<file path="src/rtl/gol_pkg.sv">
// Shared types and default sizing for the Game of Life shift-chain controller.
package gol_pkg;

  localparam int NCELLS_DEF = 64;
  localparam int WORD_W_DEF = 8;
  localparam int GEN_W_DEF  = 16;

  typedef enum logic [1:0] {
    OP_LOAD   = 2'd0,
    OP_RUN    = 2'd1,
    OP_UNLOAD = 2'd2,
    OP_RSVD   = 2'd3
  } gol_op_e;

  typedef enum logic [1:0] {
    ST_IDLE   = 2'd0,
    ST_LOAD   = 2'd1,
    ST_RUN    = 2'd2,
    ST_UNLOAD = 2'd3
  } gol_state_e;

endpackage

</file>
<file path="src/rtl/gol_shift_ctrl_if.sv">
// Host-side command / load / readback bus of the shift-chain controller.
interface gol_shift_ctrl_if
  import gol_pkg::*;
#(
  parameter int WORD_W = WORD_W_DEF,
  parameter int GEN_W  = GEN_W_DEF
);
  logic              cmd_valid;
  logic              cmd_ready;
  logic [1:0]        cmd_op;
  logic [GEN_W-1:0]  cmd_gens;
  logic              in_valid;
  logic              in_ready;
  logic [WORD_W-1:0] in_data;
  logic              out_valid;
  logic              out_ready;
  logic [WORD_W-1:0] out_data;
  logic              busy;

  modport master (
    output cmd_valid, cmd_op, cmd_gens, in_valid, in_data, out_ready,
    input  cmd_ready, in_ready, out_valid, out_data, busy
  );

  modport slave (
    input  cmd_valid, cmd_op, cmd_gens, in_valid, in_data, out_ready,
    output cmd_ready, in_ready, out_valid, out_data, busy
  );
endinterface

</file>
<file path="src/rtl/gol_serdes.sv">
// Word-wide shift register with bit counter. Serialises a loaded word LSB
// first, or deserialises incoming bits (first bit ends up in bit 0).
module gol_serdes
  import gol_pkg::*;
#(
  parameter int WORD_W = WORD_W_DEF
) (
  input  logic              clock,
  input  logic              reset_n,
  input  logic              i_clr,
  input  logic              i_load,
  input  logic [WORD_W-1:0] i_load_data,
  input  logic              i_shift,
  input  logic              i_capture,
  input  logic              i_bit,
  output logic              o_full,
  output logic              o_bit0,
  output logic [WORD_W-1:0] o_word,
  output logic              o_word_done
);
  localparam int BW = (WORD_W > 1) ? $clog2(WORD_W) : 1;
  localparam logic [BW-1:0] B_LAST = BW'(WORD_W - 1);

  logic [WORD_W-1:0] r_sr;
  logic [BW-1:0]     r_bcnt;
  logic              r_full;
  logic              w_fill;
  logic              w_last;

  assign w_fill      = i_capture & i_bit;
  assign w_last      = (r_bcnt == B_LAST);
  assign o_full      = r_full;
  assign o_bit0      = r_sr[0];
  // Completed word as it will look once the current bit is shifted in.
  assign o_word      = {i_bit, r_sr[WORD_W-1:1]};
  assign o_word_done = i_shift & i_capture & w_last;

  // Shift register, bit counter and full flag; both directions shift right.
  always_ff @(posedge clock or negedge reset_n) begin
    if (!reset_n) begin
      r_sr   <= {WORD_W{1'b0}};
      r_bcnt <= {BW{1'b0}};
      r_full <= 1'b0;
    end else if (i_clr) begin
      r_sr   <= {WORD_W{1'b0}};
      r_bcnt <= {BW{1'b0}};
      r_full <= 1'b0;
    end else if (i_load) begin
      r_sr   <= i_load_data;
      r_bcnt <= {BW{1'b0}};
      r_full <= 1'b1;
    end else if (i_shift) begin
      r_sr <= {w_fill, r_sr[WORD_W-1:1]};
      if (w_last) begin
        r_bcnt <= {BW{1'b0}};
        r_full <= 1'b0;
      end else begin
        r_bcnt <= r_bcnt + BW'(1);
      end
    end
  end
endmodule

</file>
<file path="src/rtl/gol_shift_ctrl.sv">
// Host controller for the Game of Life systolic array: loads the board through
// the shift chain, runs generations, and reads the board back by recirculation.
module gol_shift_ctrl
  import gol_pkg::*;
#(
  parameter int NCELLS = NCELLS_DEF,
  parameter int WORD_W = WORD_W_DEF,
  parameter int GEN_W  = GEN_W_DEF
) (
  input  logic            clock,
  input  logic            reset_n,
  gol_shift_ctrl_if.slave host,
  output logic            Shift,
  output logic            DataIn,
  output logic            NextTimeTick,
  input  logic            array_tail
);
  localparam int SCW = $clog2(NCELLS + 1);
  localparam logic [SCW-1:0] SC_LAST = SCW'(NCELLS - 1);
  localparam logic [SCW-1:0] SC_END  = SCW'(NCELLS);

  gol_state_e        r_state;
  gol_state_e        w_state_nxt;
  logic              r_cmd_ready;
  logic              r_busy;
  logic [SCW-1:0]    r_scnt;
  logic [GEN_W-1:0]  r_gcnt;
  logic              r_out_valid;
  logic [WORD_W-1:0] r_out_data;

  gol_op_e           w_op;
  logic              w_cmd_acc;
  logic              w_in_ready;
  logic              w_in_xfer;
  logic              w_shift;
  logic              w_din;
  logic              w_tick;
  logic              w_sd_full;
  logic              w_sd_bit0;
  logic [WORD_W-1:0] w_sd_word;
  logic              w_sd_done;

  assign w_op      = gol_op_e'(host.cmd_op);
  assign w_cmd_acc = (r_state == ST_IDLE) & r_cmd_ready & host.cmd_valid;
  assign w_in_xfer = w_in_ready & host.in_valid;

  gol_serdes #(.WORD_W(WORD_W)) u_serdes (
    .clock       (clock),
    .reset_n     (reset_n),
    .i_clr       (w_cmd_acc),
    .i_load      (w_in_xfer),
    .i_load_data (host.in_data),
    .i_shift     (w_shift),
    .i_capture   (r_state == ST_UNLOAD),
    .i_bit       (array_tail),
    .o_full      (w_sd_full),
    .o_bit0      (w_sd_bit0),
    .o_word      (w_sd_word),
    .o_word_done (w_sd_done)
  );

  // Next-state decode and array-side strobes.
  always_comb begin
    w_state_nxt = r_state;
    w_shift     = 1'b0;
    w_din       = 1'b0;
    w_tick      = 1'b0;
    w_in_ready  = 1'b0;
    case (r_state)
      ST_IDLE: begin
        if (w_cmd_acc) begin
          case (w_op)
            OP_LOAD:   w_state_nxt = ST_LOAD;
            OP_RUN:    w_state_nxt = ST_RUN;
            OP_UNLOAD: w_state_nxt = ST_UNLOAD;
            default:   w_state_nxt = ST_IDLE;
          endcase
        end else begin
          w_state_nxt = ST_IDLE;
        end
      end
      ST_LOAD: begin
        // Shift only while a captured word is still draining.
        w_in_ready = ~w_sd_full;
        w_shift    = w_sd_full;
        w_din      = w_sd_full & w_sd_bit0;
        if (w_sd_full && (r_scnt == SC_LAST)) begin
          w_state_nxt = ST_IDLE;
        end else begin
          w_state_nxt = ST_LOAD;
        end
      end
      ST_RUN: begin
        if (r_gcnt == GEN_W'(0)) begin
          w_state_nxt = ST_IDLE;
        end else begin
          w_tick = 1'b1;
          if (r_gcnt == GEN_W'(1)) begin
            w_state_nxt = ST_IDLE;
          end else begin
            w_state_nxt = ST_RUN;
          end
        end
      end
      ST_UNLOAD: begin
        if (r_scnt != SC_END) begin
          // Stall while a finished word is not being taken this cycle.
          w_shift     = ~(r_out_valid & ~host.out_ready);
          w_din       = w_shift & array_tail;
          w_state_nxt = ST_UNLOAD;
        end else if (r_out_valid && host.out_ready) begin
          w_state_nxt = ST_IDLE;
        end else begin
          w_state_nxt = ST_UNLOAD;
        end
      end
      default: w_state_nxt = ST_IDLE;
    endcase
  end

  // State register with registered idle/busy status.
  always_ff @(posedge clock or negedge reset_n) begin
    if (!reset_n) begin
      r_state     <= ST_IDLE;
      r_cmd_ready <= 1'b0;
      r_busy      <= 1'b0;
    end else begin
      r_state     <= w_state_nxt;
      r_cmd_ready <= (w_state_nxt == ST_IDLE);
      r_busy      <= (w_state_nxt != ST_IDLE);
    end
  end

  // Shift and generation counters, rearmed on every accepted command.
  always_ff @(posedge clock or negedge reset_n) begin
    if (!reset_n) begin
      r_scnt <= {SCW{1'b0}};
      r_gcnt <= {GEN_W{1'b0}};
    end else if (w_cmd_acc) begin
      r_scnt <= {SCW{1'b0}};
      r_gcnt <= host.cmd_gens;
    end else begin
      if (w_shift) begin
        r_scnt <= r_scnt + SCW'(1);
      end
      if (w_tick) begin
        r_gcnt <= r_gcnt - GEN_W'(1);
      end
    end
  end

  // Readback word holding register.
  always_ff @(posedge clock or negedge reset_n) begin
    if (!reset_n) begin
      r_out_valid <= 1'b0;
      r_out_data  <= {WORD_W{1'b0}};
    end else if (w_sd_done) begin
      r_out_valid <= 1'b1;
      r_out_data  <= w_sd_word;
    end else if (r_out_valid && host.out_ready) begin
      r_out_valid <= 1'b0;
    end
  end

  assign host.cmd_ready = r_cmd_ready;
  assign host.busy      = r_busy;
  assign host.in_ready  = w_in_ready;
  assign host.out_valid = r_out_valid;
  assign host.out_data  = r_out_data;
  assign Shift          = w_shift;
  assign DataIn         = w_din;
  assign NextTimeTick   = w_tick;
endmodule

</file>
<file path="src/flat_wrapper.sv">
// flat-port wrapper written by rule: the top's interface ports become plain ports
module gol_shift_ctrl_flat import gol_pkg::*;
#(
  parameter int NCELLS = NCELLS_DEF,
  parameter int WORD_W = WORD_W_DEF,
  parameter int GEN_W  = GEN_W_DEF
)
  (clock, reset_n, Shift, DataIn, NextTimeTick, array_tail, host_cmd_valid, host_cmd_op, host_cmd_gens, host_in_valid, host_in_data, host_out_ready, host_cmd_ready, host_in_ready, host_out_valid, host_out_data, host_busy);
  gol_shift_ctrl_if #(.WORD_W(WORD_W), .GEN_W(GEN_W)) host_i ();
  input  logic clock;
  input  logic reset_n;
  output logic Shift;
  output logic DataIn;
  output logic NextTimeTick;
  input  logic array_tail;
  input wire logic [$bits(host_i.cmd_valid)-1:0] host_cmd_valid;
  input wire logic [$bits(host_i.cmd_op)-1:0] host_cmd_op;
  input wire logic [$bits(host_i.cmd_gens)-1:0] host_cmd_gens;
  input wire logic [$bits(host_i.in_valid)-1:0] host_in_valid;
  input wire logic [$bits(host_i.in_data)-1:0] host_in_data;
  input wire logic [$bits(host_i.out_ready)-1:0] host_out_ready;
  output wire logic [$bits(host_i.cmd_ready)-1:0] host_cmd_ready;
  output wire logic [$bits(host_i.in_ready)-1:0] host_in_ready;
  output wire logic [$bits(host_i.out_valid)-1:0] host_out_valid;
  output wire logic [$bits(host_i.out_data)-1:0] host_out_data;
  output wire logic [$bits(host_i.busy)-1:0] host_busy;
  assign host_i.cmd_valid = host_cmd_valid;
  assign host_i.cmd_op = host_cmd_op;
  assign host_i.cmd_gens = host_cmd_gens;
  assign host_i.in_valid = host_in_valid;
  assign host_i.in_data = host_in_data;
  assign host_i.out_ready = host_out_ready;
  assign host_cmd_ready = host_i.cmd_ready;
  assign host_in_ready = host_i.in_ready;
  assign host_out_valid = host_i.out_valid;
  assign host_out_data = host_i.out_data;
  assign host_busy = host_i.busy;
  gol_shift_ctrl #(.NCELLS(NCELLS), .WORD_W(WORD_W), .GEN_W(GEN_W)) u_core (.clock(clock), .reset_n(reset_n), .host(host_i), .Shift(Shift), .DataIn(DataIn), .NextTimeTick(NextTimeTick), .array_tail(array_tail));
endmodule
</file>
<file path="config.mk">
export PLATFORM = sky130hd
export DESIGN_NAME = gol_shift_ctrl_flat
export DESIGN_NICKNAME = d
export VERILOG_FILES = /design/src/rtl/gol_pkg.sv /design/src/rtl/gol_shift_ctrl_if.sv /design/src/rtl/gol_serdes.sv /design/src/rtl/gol_shift_ctrl.sv /design/src/flat_wrapper.sv
export SDC_FILE = /design/constraint.sdc
export NUM_CORES = 1
export LEC_CHECK = 0
export ABC_AREA = 1
export ABC_CLOCK_PERIOD_IN_PS = 2100
export BUFFER_PORTS_ARGS = -buffer_cell sky130_fd_sc_hd__clkbuf_2
export CORE_ASPECT_RATIO = 0.75
export CORE_MARGIN = 2
export CORE_UTILIZATION = 35
export CTS_CLUSTER_SIZE = 24
export DETAILED_ROUTE_END_ITERATION = 7
export SYNTH_ARGS = -nofsm -noshare
export SYNTH_HDL_FRONTEND = slang
export SYNTH_SLANG_ARGS = --single-unit
</file>
<file path="constraint.sdc">
create_clock -name clock -period 2.1 [get_ports clock]
set_clock_uncertainty 0.1 [all_clocks]
set_input_delay 0.21 -clock clock [delete_from_list [all_inputs] [get_ports clock]]
set_output_delay 0.21 -clock clock [all_outputs]
set_load 0.01 [all_outputs]
</file>
==> impl_results.md, run 1 <==
* Outcome: complete, no violations
* Internal at ~2.6 mW
* Routed met2 length at between 2000 and 3000 um
* Post-Route WL at between 6000 and 7000 um
* Net Sw Power at approximately 2.2 mW
* Cell taking the most area after synthesis: dfrtp_1
* Register bit total from synthesis at 48
* Row count at 29
* Most common cell in the netlist: nand2_1
* Final Cycle Share at 92.22%
* Setup TNS at 0 ns
* CTS root buf: clkbuf_16
* Synthesized instance count at approximately 400
* WP data required at 1.79 ns
* Starting Density at between 30% and 40%
* Layout cells sized above 1 at 22.92%
* Post-CTS resize count at 0
* CP Data Arrival Time at around 1.6 ns
* Slew Viols, Final at 0
* DR WL/cell at around 12 um
* Maximum clock rate at 516.4 MHz
* Clk slew on worst S/H paths at around 0.070 ns
* Asr flop ratio synth at 100.0%
* Global-route wire length before repair at 11520 um
* Vias in the first global route at 2436
* Final setup viols at 0
* TritonCTS clock tree: yes
* Unrepaired setup endpoints after global routing: false
* Worst-margin pin slew at a little over 0.6 ns
* 1st-pass router iterations at 4
* CTS buffer count at 5
* CP bufs+invs at 2
* Synth Net Count at about 440
* Critical path, cell by cell: inv_1 -> ha_1 -> nand4_1 -> nand2_2 -> nand2_4 -> clkbuf_2
* Yosys top cell area share at 40.42%
* CP Launch Type: flop
* Comb pwr share at roughly half
* # nets final at between 400 and 500
* Seq pwr share at about a third
* Slowest-stage cell, CP: dfrtp_1
* Htree depth at 2
* Number of remaining DRC errors at 0
* Initial DRC Count at 145
* Endpoint class of the critical path: output pin
* Cell area after synthesis at ~0.003 mm2
* Syn_area_per_cell at 7.504 um2
* Vias at 2587
* PortBufs at 46
* Via/cell ratio at 4.678
* Die Ht at between 80 and 90 um
* PwrDens at ~1400 mW/mm2
* Detail Placement HPWL at ~5200 um
* Final min period at 1.937 ns
* WL met3 at 355 um
* WL met1 at approximately 3600 um
* Largest delay contributor family on the critical path: simple AND/OR/NAND/NOR gates
* Later-pin clock latency in the skew report at between 0.2 and 0.3 ns
* Netlist cell types at 28
* Die Span X at 110.4 um
* Antenna cells at 0
* Global Route Usage Sum at between 10% and 20%
* Largest net degree at the start of global routing at 24
* Worst slew margin at 59.04%
* Pleak at about 1.8 nW
* Maximum buffer depth of the clock tree at 2
* Clock power frac at 16.5%
* Net Sw Frac at between 40% and 50%
* Die Area at 0.009251 mm2
* Initial antenna violation count at 0
* Critical path class: reg2out
* GR Overflow Total at 0
* Min-Delay Path Class: in2reg
* TritonCTS sink count at 48
* Top Metal Used: met4
* Max incr delay on CP at roughly 0.41 ns
* Area Overhead vs Synth at 15.79%
* Post-synth EDFFs at 0
* Most frequent cells after synthesis: nand2_1, dfrtp_1, inv_1
* MaxCap Viol Count at 0
* Sequential fraction of the synthesis area at between 40% and 50%
* Crit Path Max Fanout at 14
* Top FF cell, synth: dfrtp_1
* I/O pin cnt at 47
* Peak supply drop at about 0.44 mV
* Syn. warnings at 0
* Synth area leaders: dfrtp_1, nand2_1, nand3_1
* Antenna Violating Nets Remaining at 0
* Finished Layout Cells at 553
* Count of final hold-check violations at 0
* Area of the core at 0.008346 mm2
* RePlAce Congestion at 0.8650
* Placed cell count at 544
final cells by class:
type,instances,area (um2)
inverters,47,176.4
fillers,885,4905
well taps,108,135.1
repair buffers,50,262.8
multi-input cells,292,1521
flip-flops and latches,48,1201
clock buffers,5,125.1
clock inverters,3,18.77
per-layer routing:
layer | global-route usage, % | vias to the layer above
met5 | 0 | -
met1 | 24.34 | 1193
li1 | - | 1344
met4 | 3.636 | 0
met2 | 22.76 | 46
met3 | 3.279 | 4
cell families after synthesis:
group	after synthesis	synth area share (%)
and+or+nand+nor	227	35.49
buffers and inverters	56	8.379
AOI/OAI and AO/OA	53	11.03
DFF	48	40.42
adders and majority gates	9	3.790
xor gates and xnor gates	3	0.8844
worst min-delay path, stage by stage:
cell      delay, ns
clkbuf_2       0.10
nand2_1        0.05
nand3_1        0.07
registers in the layout (all words and copies together) (netlist names):
register	cells
u_core.host.out_data	8
u_core.r_scnt	7
u_core.r_gcnt	16
u_core.host.cmd_ready	1
u_core.u_serdes.r_sr	8
u_core.host.busy	1
u_core.host.out_valid	1
u_core.u_serdes.o_full	1
u_core.r_state	2
u_core.u_serdes.r_bcnt	3
final timing paths:
check,start,depth (start not counted),slack [ns],to
worst max-delay path,u_core.r_scnt[0],6,0.16,Shift
max in group asynchronous,reset_n,3,0.88,u_core.r_state[0]
min in group asynchronous,reset_n,2,0.36,u_core.r_gcnt[15]
worst min register to register,u_core.u_serdes.r_bcnt[1],2,0.38,u_core.u_serdes.r_bcnt[1]
worst max register to register,u_core.r_state[0],8,0.28,u_core.r_gcnt[7]
worst min-delay path,host_cmd_gens[11],3,0.07,u_core.r_gcnt[11]
stage by stage:
| step | hold WS (ns) | total power, mW | cell area [um2] | setup slack [ns] | utilization (%) |
|---|---|---|---|---|---|
| after floorplan | -0.1856 | 3.484 | 2972 | 0.5642 | - |
| after global placement | 0.1435 | 3.967 | 3287 | 0.2945 | 39.39 |
| after detailed placement | 0.1495 | 4.010 | 3287 | 0.2885 | 39.39 |
| after CTS | 0.07794 | 4.814 | 3441 | 0.1384 | 41.23 |
| after global routing | 0.09333 | 5.275 | 3441 | 0.02344 | 41.23 |
| final | 0.07485 | 4.771 | 3441 | 0.1635 | 41.23 |
cells in the final DEF, fill, tap and decap left out:
| master | count |
|---|---|
| a21oi_2 | 1 |
| nand2_1 | 117 |
| nand4_1 | 4 |
| clkbuf_2 | 46 |
| nand2_2 | 6 |
| nand2_4 | 6 |
| inv_1 | 46 |
| dfrtp_1 | 48 |
| o21bai_1 | 2 |
| clkinv_4 | 1 |
| clkbuf_16 | 5 |
| ha_1 | 9 |
| o22ai_1 | 1 |
| nor2_4 | 5 |
| o21ai_2 | 14 |
| o21ai_1 | 1 |
| nor3_2 | 1 |
| nor2_1 | 40 |
| dlygate4sd3_1 | 1 |
| nand3_4 | 1 |
| xor2_1 | 3 |
| nand3_1 | 36 |
| o21ai_0 | 27 |
| a21oi_1 | 7 |
| inv_2 | 1 |
| nor2_2 | 1 |
| nand3_2 | 1 |
| or2_2 | 8 |
| buf_4 | 3 |
| clkinv_2 | 2 |
| nor3_1 | 1 |
power by group through the flow:
stage	Clock, mW	Combinational [mW]	Sequential [mW]
after floorplan	0	1.84	1.64
after global placement	0	2.30	1.67
after detailed placement	0	2.34	1.67
after CTS	0.807	2.34	1.66
after global routing	0.857	2.70	1.72
final	0.787	2.32	1.66
timing repair:
action / 4_1_cts / 5_1_grt
hold buffers: 1 / 0
setup buffers: 0 / 0
endpoints found under the hold margin: 19 / 0
No activity file was read; power rests on OpenSTA's default activity.
==> run 2, diff against run 1 <==
- SYNTH_HIERARCHICAL: unset -> 1
==> run 2 against run 1 <==
Against the previous run: count of clock-buffer cells in the layout did not move; largest power group is now registers; global-route usage rose by 0.66 points; critical path depth rose by 2; largest cell class unchanged; final cell count rose by 3.1%; final area fell by 0.55%.
==> impl_results.md, run 2 <==
* Cell area after synthesis at between 0.002 and 0.003 mm2
* 1st-pass router iterations at 4
* WP data required at 1.79 ns
* CP Data Arrival Time at around 1.7 ns
* Later-pin clock latency in the skew report at approximately 0.30 ns
* Die Area at approximately 0.0091 mm2
* CTS buffer count at 5
* Clk slew on worst S/H paths at ~0.1 ns
* Htree depth at 2
* PwrDens at between 400 and 500 mW/mm2
* Die Ht at 83.11 um
* Area of the core at about 0.008 mm2
* Peak supply drop at around 0.24 mV
* Final setup viols at 0
* GR Overflow Total at 0
* Setup TNS at 0 ns
* Maximum buffer depth of the clock tree at 2
* Max incr delay on CP at around 0.40 ns
* Most frequent cells after synthesis: nand2_1, dfrtp_1, nor2_1
* Slowest-stage cell, CP: dfrtp_1
* PortBufs at 46
* Synth Net Count at around 450
* Asr flop ratio synth at 100.0%
* Synthesized instance count at between 400 and 500
* Largest net degree at the start of global routing at between 40 and 50
* Endpoint class of the critical path: output pin
* R2R depth at 10
* Initial DRC Count at around 190
* Die Span X at ~110 um
* Pre-CTS WS at 0.1562 ns
* Worst-margin pin slew at ~0.63 ns
* FF-to-FF Start: u_core/r_gcnt[0]
* Register bit total from synthesis at between 40 and 50
* Area Overhead vs Synth at 17.18%
* Largest register FFs at 16
* Final min period at approximately 2 ns
* Via/cell ratio at 4.674
* Outcome: complete, no violations
* Yosys top cell area share at 41.13%
* Post-Route WL at about 7000 um
* TritonCTS sink count at between 40 and 50
* Starting Density at a little over a third
* TritonCTS clock tree: yes
* Layout cells sized above 1 at between 10% and 20%
* Top FF cell, synth: dfrtp_1
* Largest Register: u_core/r_gcnt
* Min-Delay Path Class: in2reg
* Cell taking the most area after synthesis: dfrtp_1
* # nets final at 505
* Commonest non-fill, non-tap cell in the layout: nand2_1
* Worst Hold Depth at 3
* Initial antenna violation count at 0
* Post-synth EDFFs at 0
* Critical path, cell by cell: inv_1 -> ha_1 -> nand2_1 -> nor2_1 -> nand2_2 -> nand2_2 -> inv_1 -> clkbuf_2
* Final worst slack at 0.1422 ns
* Vias at between 2000 and 3000
* Detail Placement HPWL at 5242 um
* Worst slew margin at approximately 58%
* Finished Layout Cells at 570
* CTS root buf: clkbuf_8
* Count of final hold-check violations at 0
* DR WL/cell at 12.19 um
* RePlAce Congestion at ~0.87
* Final Core Density at between 40% and 50%
* MaxCap Viol Count at 0
* Min-delay src: host_cmd_gens[8]
* Most common cell in the netlist: nand2_1
* Commonest non-fill, non-tap cells in the layout: nand2_1, dfrtp_1, clkbuf_2
* Reg-to-reg endpoint: u_core/r_gcnt[15]
* Crit Path Max Fanout at 4
* Number of remaining DRC errors at 0
* Row count at 28
* Final Hold Slack at about 0.044 ns
* Netlist cell types at 34
* Worst reg-to-reg setup slack at ~0.18 ns
* Global Route Usage Sum at between 10% and 20%
* Vias in the first global route at around 2500
* Synth area leaders: dfrtp_1, nand2_1, nand3_1
* Placed cell count at about 560
* Final Cycle Share at 93.23%
* Syn. warnings at 6
* Sequential fraction of the synthesis area at just over 40%
* Hold Path End: u_core/r_gcnt[8]
* Maximum clock rate at ~500 MHz
* Critical path class: reg2out
* Antenna Violating Nets Remaining at 0
* Syn_area_per_cell at slightly above 7 um2
* Antenna cells at 0
* CP Launch Type: flop
* Unrepaired setup endpoints after global routing: true
* Pleak at ~1.8 nW
* I/O pin cnt at between 40 and 50
* Slew Viols, Final at 0
* Global-route wire length before repair at 12070 um
run 2: cell count changes after synthesis, moves of 6 or more:
cell	previous run	this run
or2_2	8	1
a21oi_1	7	1
nand2_1	117	164
o21ai_2	14	5
nor2_1	40	46
o21ai_0	27	14
inv_1	46	32
run 2: final cells by class:
| cell class | instances | area [um2] |
|---|---|---|
| Fill cell | 813 | 4566 |
| Multi-Input combinational cell | 314 | 1499 |
| Sequential cell | 48 | 1201 |
| Timing Repair Buffer | 56 | 307.8 |
| Inverter | 39 | 167.7 |
| Tap cell | 105 | 131.4 |
| Clock buffer | 5 | 68.82 |
| Clock inverter | 3 | 46.29 |
run 2: timing repair:
action | 4_1_cts | 5_1_grt
endpoints found under the hold margin | 48 | 0
setup endpoints to repair | 0 | 20
gates resized for setup | 0 | 3
hold buffers | 1 | 0
buffers inserted | 0 | 0
run 2: per-layer routing:
| layer | vias up | GRT usage [%] | routed length (um) |
|---|---|---|---|
| li1 | 1388 | - | - |
| met1 | 1217 | 25.96 | 3761 |
| met2 | 54 | 23.46 | 2794 |
| met3 | 5 | 2.590 | 338 |
| met4 | 0 | 3.913 | 58 |
| met5 | - | 0 | 0 |
run 2: power by group:
part           switching, mW  internal (mW)
clock network          0.330          0.359
registers             0.0105          0.934
logic                 0.0387         0.0332
total                  0.379           1.33
run 2: worst max path at each step:
stage,from,endpoint,slack (ns),depth (start not counted)
floorplan,u_core/r_scnt[0],u_core/host.out_data[0],0.1,11
global placement,u_core/r_gcnt[0],u_core/r_gcnt[3],0.20,10
detailed placement,u_core/r_scnt[0],u_core/host.out_data[5],0.16,11
CTS,u_core/r_gcnt[0],NextTimeTick,0.12,8
global route,u_core/r_gcnt[0],u_core/r_gcnt[13],-0.005,10
finish,u_core/r_gcnt[1],NextTimeTick,0.14,8
run 2: cells by family after synthesis:
family	synth area share, %
simple gates	39.85
buf+inv	7.712
compound gates	5.355
xor+xnor	2.099
fa+ha+maj	3.856
flops	41.13
run 2: worst max-delay path, delay by kind of cell, from the launching register on:
family | cells | cell delay, ns
fa+ha+maj | 1 | 0.17
buf+inv | 3 | 0.39
flops | 1 | 0.40
simple gates | 4 | 0.39
run 2: stage by stage:
| stage | total power [mW] | area, um2 |
|---|---|---|
| detailed placement | 1.036 | 3291 |
| floorplan | 0.9799 | 2923 |
| global placement | 1.035 | 3291 |
| global route | 1.790 | 3422 |
| finish | 1.705 | 3422 |
| CTS | 1.741 | 3416 |
